$ cat src/rtl/fft_sched_pkg.sv
// Shared types and helpers for the radix-2 DIT butterfly scheduler.
package fft_sched_pkg;

  typedef enum logic [1:0] {IDLE, ISSUE, WAIT, DONE} state_t;

  // Working width of insert_bit; comfortably above the largest legal LOGN.
  localparam int unsigned IB_W = 16;

  // Twiddle index width: LOGN-1 bits, never narrower than one bit.
  function automatic int tw_width(input int logn);
    return (logn > 1) ? logn - 1 : 1;
  endfunction

  // Splice bitval into value at position pos; bits at and above pos move up one.
  function automatic logic [IB_W-1:0] insert_bit(input logic [IB_W-1:0] value,
                                                 input int unsigned     pos,
                                                 input logic            bitval);
    logic [IB_W-1:0] lo_mask;
    lo_mask = (IB_W'(1) << pos) - IB_W'(1);
    return ((value & ~lo_mask) << 1) | (IB_W'(bitval) << pos) | (value & lo_mask);
  endfunction

endpackage

$ cat src/rtl/fft_bfly_addr_gen.sv
// Combinational (stage, butterfly) -> operand addresses and twiddle index.
module fft_bfly_addr_gen
  import fft_sched_pkg::*;
#(
  parameter  int LOGN = 3,
  localparam int N    = 2 ** LOGN,
  localparam int KW   = tw_width(LOGN),
  localparam int TW_W = tw_width(LOGN)
) (
  input  logic [LOGN-1:0] i_s,
  input  logic [KW-1:0]   i_k,
  output logic [LOGN-1:0] o_addr_a,
  output logic [LOGN-1:0] o_addr_b,
  output logic [TW_W-1:0] o_tw_idx,
  output logic            o_last_k,
  output logic            o_last_s
);

  // Pair partners differ only in bit s; twiddle uses k's low s bits scaled to W_N.
  always_comb begin
    o_addr_a = LOGN'(insert_bit(IB_W'(i_k), 32'(i_s), 1'b0));
    o_addr_b = LOGN'(insert_bit(IB_W'(i_k), 32'(i_s), 1'b1));
    o_tw_idx = TW_W'((32'(i_k) & ((32'd1 << i_s) - 32'd1)) << (32'(LOGN - 1) - 32'(i_s)));
    o_last_k = (i_k == KW'(N / 2 - 1));
    o_last_s = (i_s == LOGN'(LOGN - 1));
  end

endmodule

$ cat src/rtl/fft_bfly_sched.sv
// Sequencer for one radix-2 butterfly: walks every stage/butterfly of an
// in-place N-point DIT FFT, one butterfly in flight at a time.
module fft_bfly_sched
  import fft_sched_pkg::*;
#(
  parameter  int LOGN = 3,
  localparam int N    = 2 ** LOGN,
  localparam int TW_W = tw_width(LOGN)
) (
  input  logic            clk,
  input  logic            reset,
  input  logic            start_val,
  output logic            start_rdy,
  output logic            done_val,
  input  logic            done_rdy,
  output logic [LOGN-1:0] addr_a,
  output logic [LOGN-1:0] addr_b,
  output logic [TW_W-1:0] tw_idx,
  output logic            bf_recv_val,
  input  logic            bf_recv_rdy,
  input  logic            bf_send_val,
  output logic            bf_send_rdy,
  output logic            wr_en,
  output logic [LOGN-1:0] stage,
  output logic            busy
);

  localparam int KW = tw_width(LOGN);

  state_t          r_state, w_next;
  logic [LOGN-1:0] r_s;
  logic [KW-1:0]   r_k;
  logic            w_clr, w_k_inc, w_s_inc;
  logic [LOGN-1:0] w_addr_a, w_addr_b;
  logic [TW_W-1:0] w_tw_idx;
  logic            w_last_k, w_last_s;

  fft_bfly_addr_gen #(.LOGN(LOGN)) u_addr (
    .i_s      (r_s),
    .i_k      (r_k),
    .o_addr_a (w_addr_a),
    .o_addr_b (w_addr_b),
    .o_tw_idx (w_tw_idx),
    .o_last_k (w_last_k),
    .o_last_s (w_last_s)
  );

  // State register.
  always_ff @(posedge clk or posedge reset) begin
    if (reset) r_state <= IDLE;
    else       r_state <= w_next;
  end

  // Next state, handshake outputs and counter controls.
  always_comb begin
    w_next      = r_state;
    start_rdy   = 1'b0;
    done_val    = 1'b0;
    bf_recv_val = 1'b0;
    bf_send_rdy = 1'b0;
    wr_en       = 1'b0;
    busy        = 1'b0;
    w_clr       = 1'b0;
    w_k_inc     = 1'b0;
    w_s_inc     = 1'b0;
    unique case (r_state)
      IDLE: begin
        start_rdy = 1'b1;
        if (start_val) begin
          w_clr  = 1'b1;
          w_next = ISSUE;
        end
      end
      ISSUE: begin
        busy        = 1'b1;
        bf_recv_val = 1'b1;
        if (bf_recv_rdy) w_next = WAIT;
      end
      WAIT: begin
        busy        = 1'b1;
        bf_send_rdy = 1'b1;
        wr_en       = bf_send_val;
        if (bf_send_val) begin
          if (!w_last_k) begin
            w_k_inc = 1'b1;
            w_next  = ISSUE;
          end else if (!w_last_s) begin
            w_s_inc = 1'b1;
            w_next  = ISSUE;
          end else begin
            w_next  = DONE;
          end
        end
      end
      DONE: begin
        done_val = 1'b1;
        if (done_rdy) w_next = IDLE;
      end
      default: w_next = IDLE;
    endcase
  end

  // Stage / butterfly counters; they only move on a write-back, so the
  // addresses stay frozen through any stall.
  always_ff @(posedge clk or posedge reset) begin
    if (reset) begin
      r_s <= '0;
      r_k <= '0;
    end else if (w_clr) begin
      r_s <= '0;
      r_k <= '0;
    end else if (w_k_inc) begin
      r_k <= r_k + KW'(1);
    end else if (w_s_inc) begin
      r_k <= '0;
      r_s <= r_s + LOGN'(1);
    end
  end

  // Addresses read as zero when no butterfly is active.
  assign addr_a = busy ? w_addr_a : '0;
  assign addr_b = busy ? w_addr_b : '0;
  assign tw_idx = busy ? w_tw_idx : '0;
  assign stage  = r_s;

endmodule

$ cat config.mk
export PLATFORM = sky130hd
export DESIGN_NAME = fft_bfly_sched
export DESIGN_NICKNAME = d
export VERILOG_FILES = /design/src/rtl/fft_sched_pkg.sv /design/src/rtl/fft_bfly_addr_gen.sv /design/src/rtl/fft_bfly_sched.sv
export SDC_FILE = /design/constraint.sdc
export NUM_CORES = 1
export LEC_CHECK = 0
export ABC_AREA = 1
export CAP_MARGIN = 20
export CORE_MARGIN = 2
export CORE_UTILIZATION = 30
export CTS_CLUSTER_DIAMETER = 30
export CTS_CLUSTER_SIZE = 10
export DETAILED_ROUTE_END_ITERATION = 10
export PLACE_DENSITY_LB_ADDON = 0.08
export SETUP_SLACK_MARGIN = 0.15
export SLEW_MARGIN = 20
export SYNTH_ARGS = -nofsm -noshare
export SYNTH_HDL_FRONTEND = slang
export SYNTH_SLANG_ARGS = --single-unit
$ cat constraint.sdc
create_clock -name clk -period 2 [get_ports clk]
set_clock_uncertainty 0.05 [all_clocks]
set_input_delay 0.5 -clock clk [delete_from_list [all_inputs] [get_ports clk]]
set_output_delay 0.5 -clock clk [all_outputs]
set_load 0.05 [all_outputs]
==> qor.txt, run 1 <==
TritonCTS buffer count - 3
Vias - 825
ANT nets after route - 0
final instance area - 0.00148 mm2
I/O pins - 23
CTS Root Cell - clkbuf_4
Area growth syn-to-layout - 117%
die width - 51.6 um
Final Setup Violations - 8
sequential area share after synthesis - 0.258
syn_nets - 121
final slew viol count - 0
clock sink count - 7
outcome - finished, violations left
Vias/cell - 4.51
Clk pin slew, worst setup/hold paths - 50 ps
most frequent cells in the layout - 30 x nand2_1, 24 x buf_4, 15 x buf_12
max-cap violation count - 0
CTS Hold Bufs - 0
fraction of layout cells with a size suffix above 1 - 0.497
Post-Synthesis Cells - 105
grt ovf - 0
vias in the first global route - 856
ant diodes - 0
Netlist cell types - 16
synth warn - 0
power consumption - 2.11 mW
H-tree levels - 1
first-pass GRT wire length - 3.50 mm
synthesis-stage register bit count - 7
post-layout worst setup margin - -77.2 ps
worst vdd ir - 0.00105 V
commonest non-fill, non-tap cell in the layout - nand2_1
power per cell area - 1430 mW/mm2
clock buffer depth - 2
dpl hpwl - 1.50 mm
Site Rows - 17
Worst setup SP type - register
final period demand of the worst path - 2080 ps
RePlAce Congestion - 0.724
Worst-Margin Slew - 267 ps
kind of critical path - register to primary output
Clock Latency Late Sink - 240 ps
final net count - 172
slew margin rel. - 0.822
# port buffers - 22
Fmax achieved - 0.481 GHz
Iter 0 DRT Violations - 15
drt first pass iters - 4
type of destination of the critical path - primary output
worst path arrival time - 1530 ps
CTS tree - built
core box area - 0.00217 mm2
initial antenna violation count - 0
RSZ-0062 raised after global routing - true
largest net degree at the start of global routing - 8
final WL - 2.11 mm
mapped cell area - 679 um2
maximum fanout along the worst path - 5
Die Height - 51.6 um
Syn Area/Cell - 6.47 um2
drt wl/cell - 11.5 um
Critical Path RT - 1450 ps
failing checks - setup timing
all-layer global routing usage - 0.179
Worst Hold Class - input port to async pin
Final period util - 1.04
Final TNS setup - -363 ps
placed cell area - 0.00122 mm2
DRC - 0
endpoints failing hold - 0
leakage dissipation - 0.730 nW
Initial Util - 0.313
Die ar. - 0.00266 mm2
[critical path, stage by stage (launching register included)]
cell     delay [ps]
dfrtp_2         430
inv_4            70
ha_4            270
nand2_2          60
nor2_1           90
nand4_1         140
nand2_4         100
buf_12          130
[area by class of cell]
cell class	instances	area (um2)
flip-flops and latches	7	179
multi-input cells	80	606
clock buffers	4	26.3
well taps	28	35.0
inverters	18	80.1
repair buffers	46	552
fillers	196	692
[where the power goes]
part | switching [mW] | internal (mW)
Combinational | 0.922 | 0.836
Clock | 0.0491 | 0.0759
Sequential | 0.0432 | 0.180
Total | 1.01 | 1.09
[final timing paths]
kind                       startpoint    endpoint  slack (ps)  cells after the start
min in group clk               r_k[1]      r_k[1]         550                      2
max in group asynchronous       reset    stage[1]        1240                      2
hold / removal                  reset  r_state[0]         430                      2
setup reg to reg           r_state[0]      r_k[1]         420                      9
hold reg to reg                r_k[1]      r_k[1]         550                      2
setup / recovery             stage[0]   tw_idx[1]         -80                      7
[per-stage QoR]
step	cells	hold slack, ps	util	setup WS, ps
3_5_place_dp	159	538	0.563	56.1
5_1_grt	183	450	0.681	-156
4_1_cts	176	433	0.647	-97.8
6_report	183	433	0.681	-77.2
3_3_place_gp	159	534	0.563	74.4
2_1_floorplan	105	253	-	-94.4
[per-layer routing]
metal  vias to the layer above  GRT usage  part of all wire
met2                        26      0.350              0.58
met4                         0     0.0789             0.029
li1                        424          -                 -
met5                         -          0                 0
met1                       369      0.166              0.35
met3                         6     0.0546             0.042
[logic make-up after synthesis]
group,synth area share
compound gates,0.0313
xor+xnor,0.0129
fa+ha+maj,0.184
buf+inv,0.0994
flops,0.258
simple gates,0.414
[flip-flops by register name, summed over array words and instances (netlist names)]
name	cells
r_k	2
r_state	2
stage	3
[cells in the mapped netlist]
master	count	area [um2]
or2_2	1	6.26
xor2_1	1	8.76
ha_1	10	125
nand4_1	1	6.26
nor2_2	2	12.5
nand2_1	35	131
nand2_2	2	12.5
inv_2	1	3.75
dfrtp_1	7	175
nand3_2	1	10.0
nand3_1	12	60.1
inv_1	17	63.8
nor3_1	1	5.00
nor2_1	10	37.5
a21oi_1	3	15.0
a31oi_1	1	6.26
[timing repair]
item | CTS | global route
gates resized for setup | 12 | 4
pin swaps | 6 | 4
setup buffers | 13 | 7
setup endpoints to repair | 9 | 10
Note: power is estimated with default switching activity, not from simulation.
==> run 2: changes to the inputs <==
--- a/config.mk
+++ b/config.mk
@@ -10,7 +10,7 @@
 export CORE_MARGIN = 2
 export CORE_UTILIZATION = 30
 export CTS_CLUSTER_DIAMETER = 30
-export CTS_CLUSTER_SIZE = 10
+export CTS_CLUSTER_SIZE = 30
 export DETAILED_ROUTE_END_ITERATION = 10
 export PLACE_DENSITY_LB_ADDON = 0.08
 export SETUP_SLACK_MARGIN = 0.15
@@ -18,3 +18,4 @@
 export SYNTH_ARGS = -nofsm -noshare
 export SYNTH_HDL_FRONTEND = slang
 export SYNTH_SLANG_ARGS = --single-unit
+export TNS_END_PERCENT = 100
==> results of run 2 <==
Final layout, timing and power as in run 1 (identical DEF).
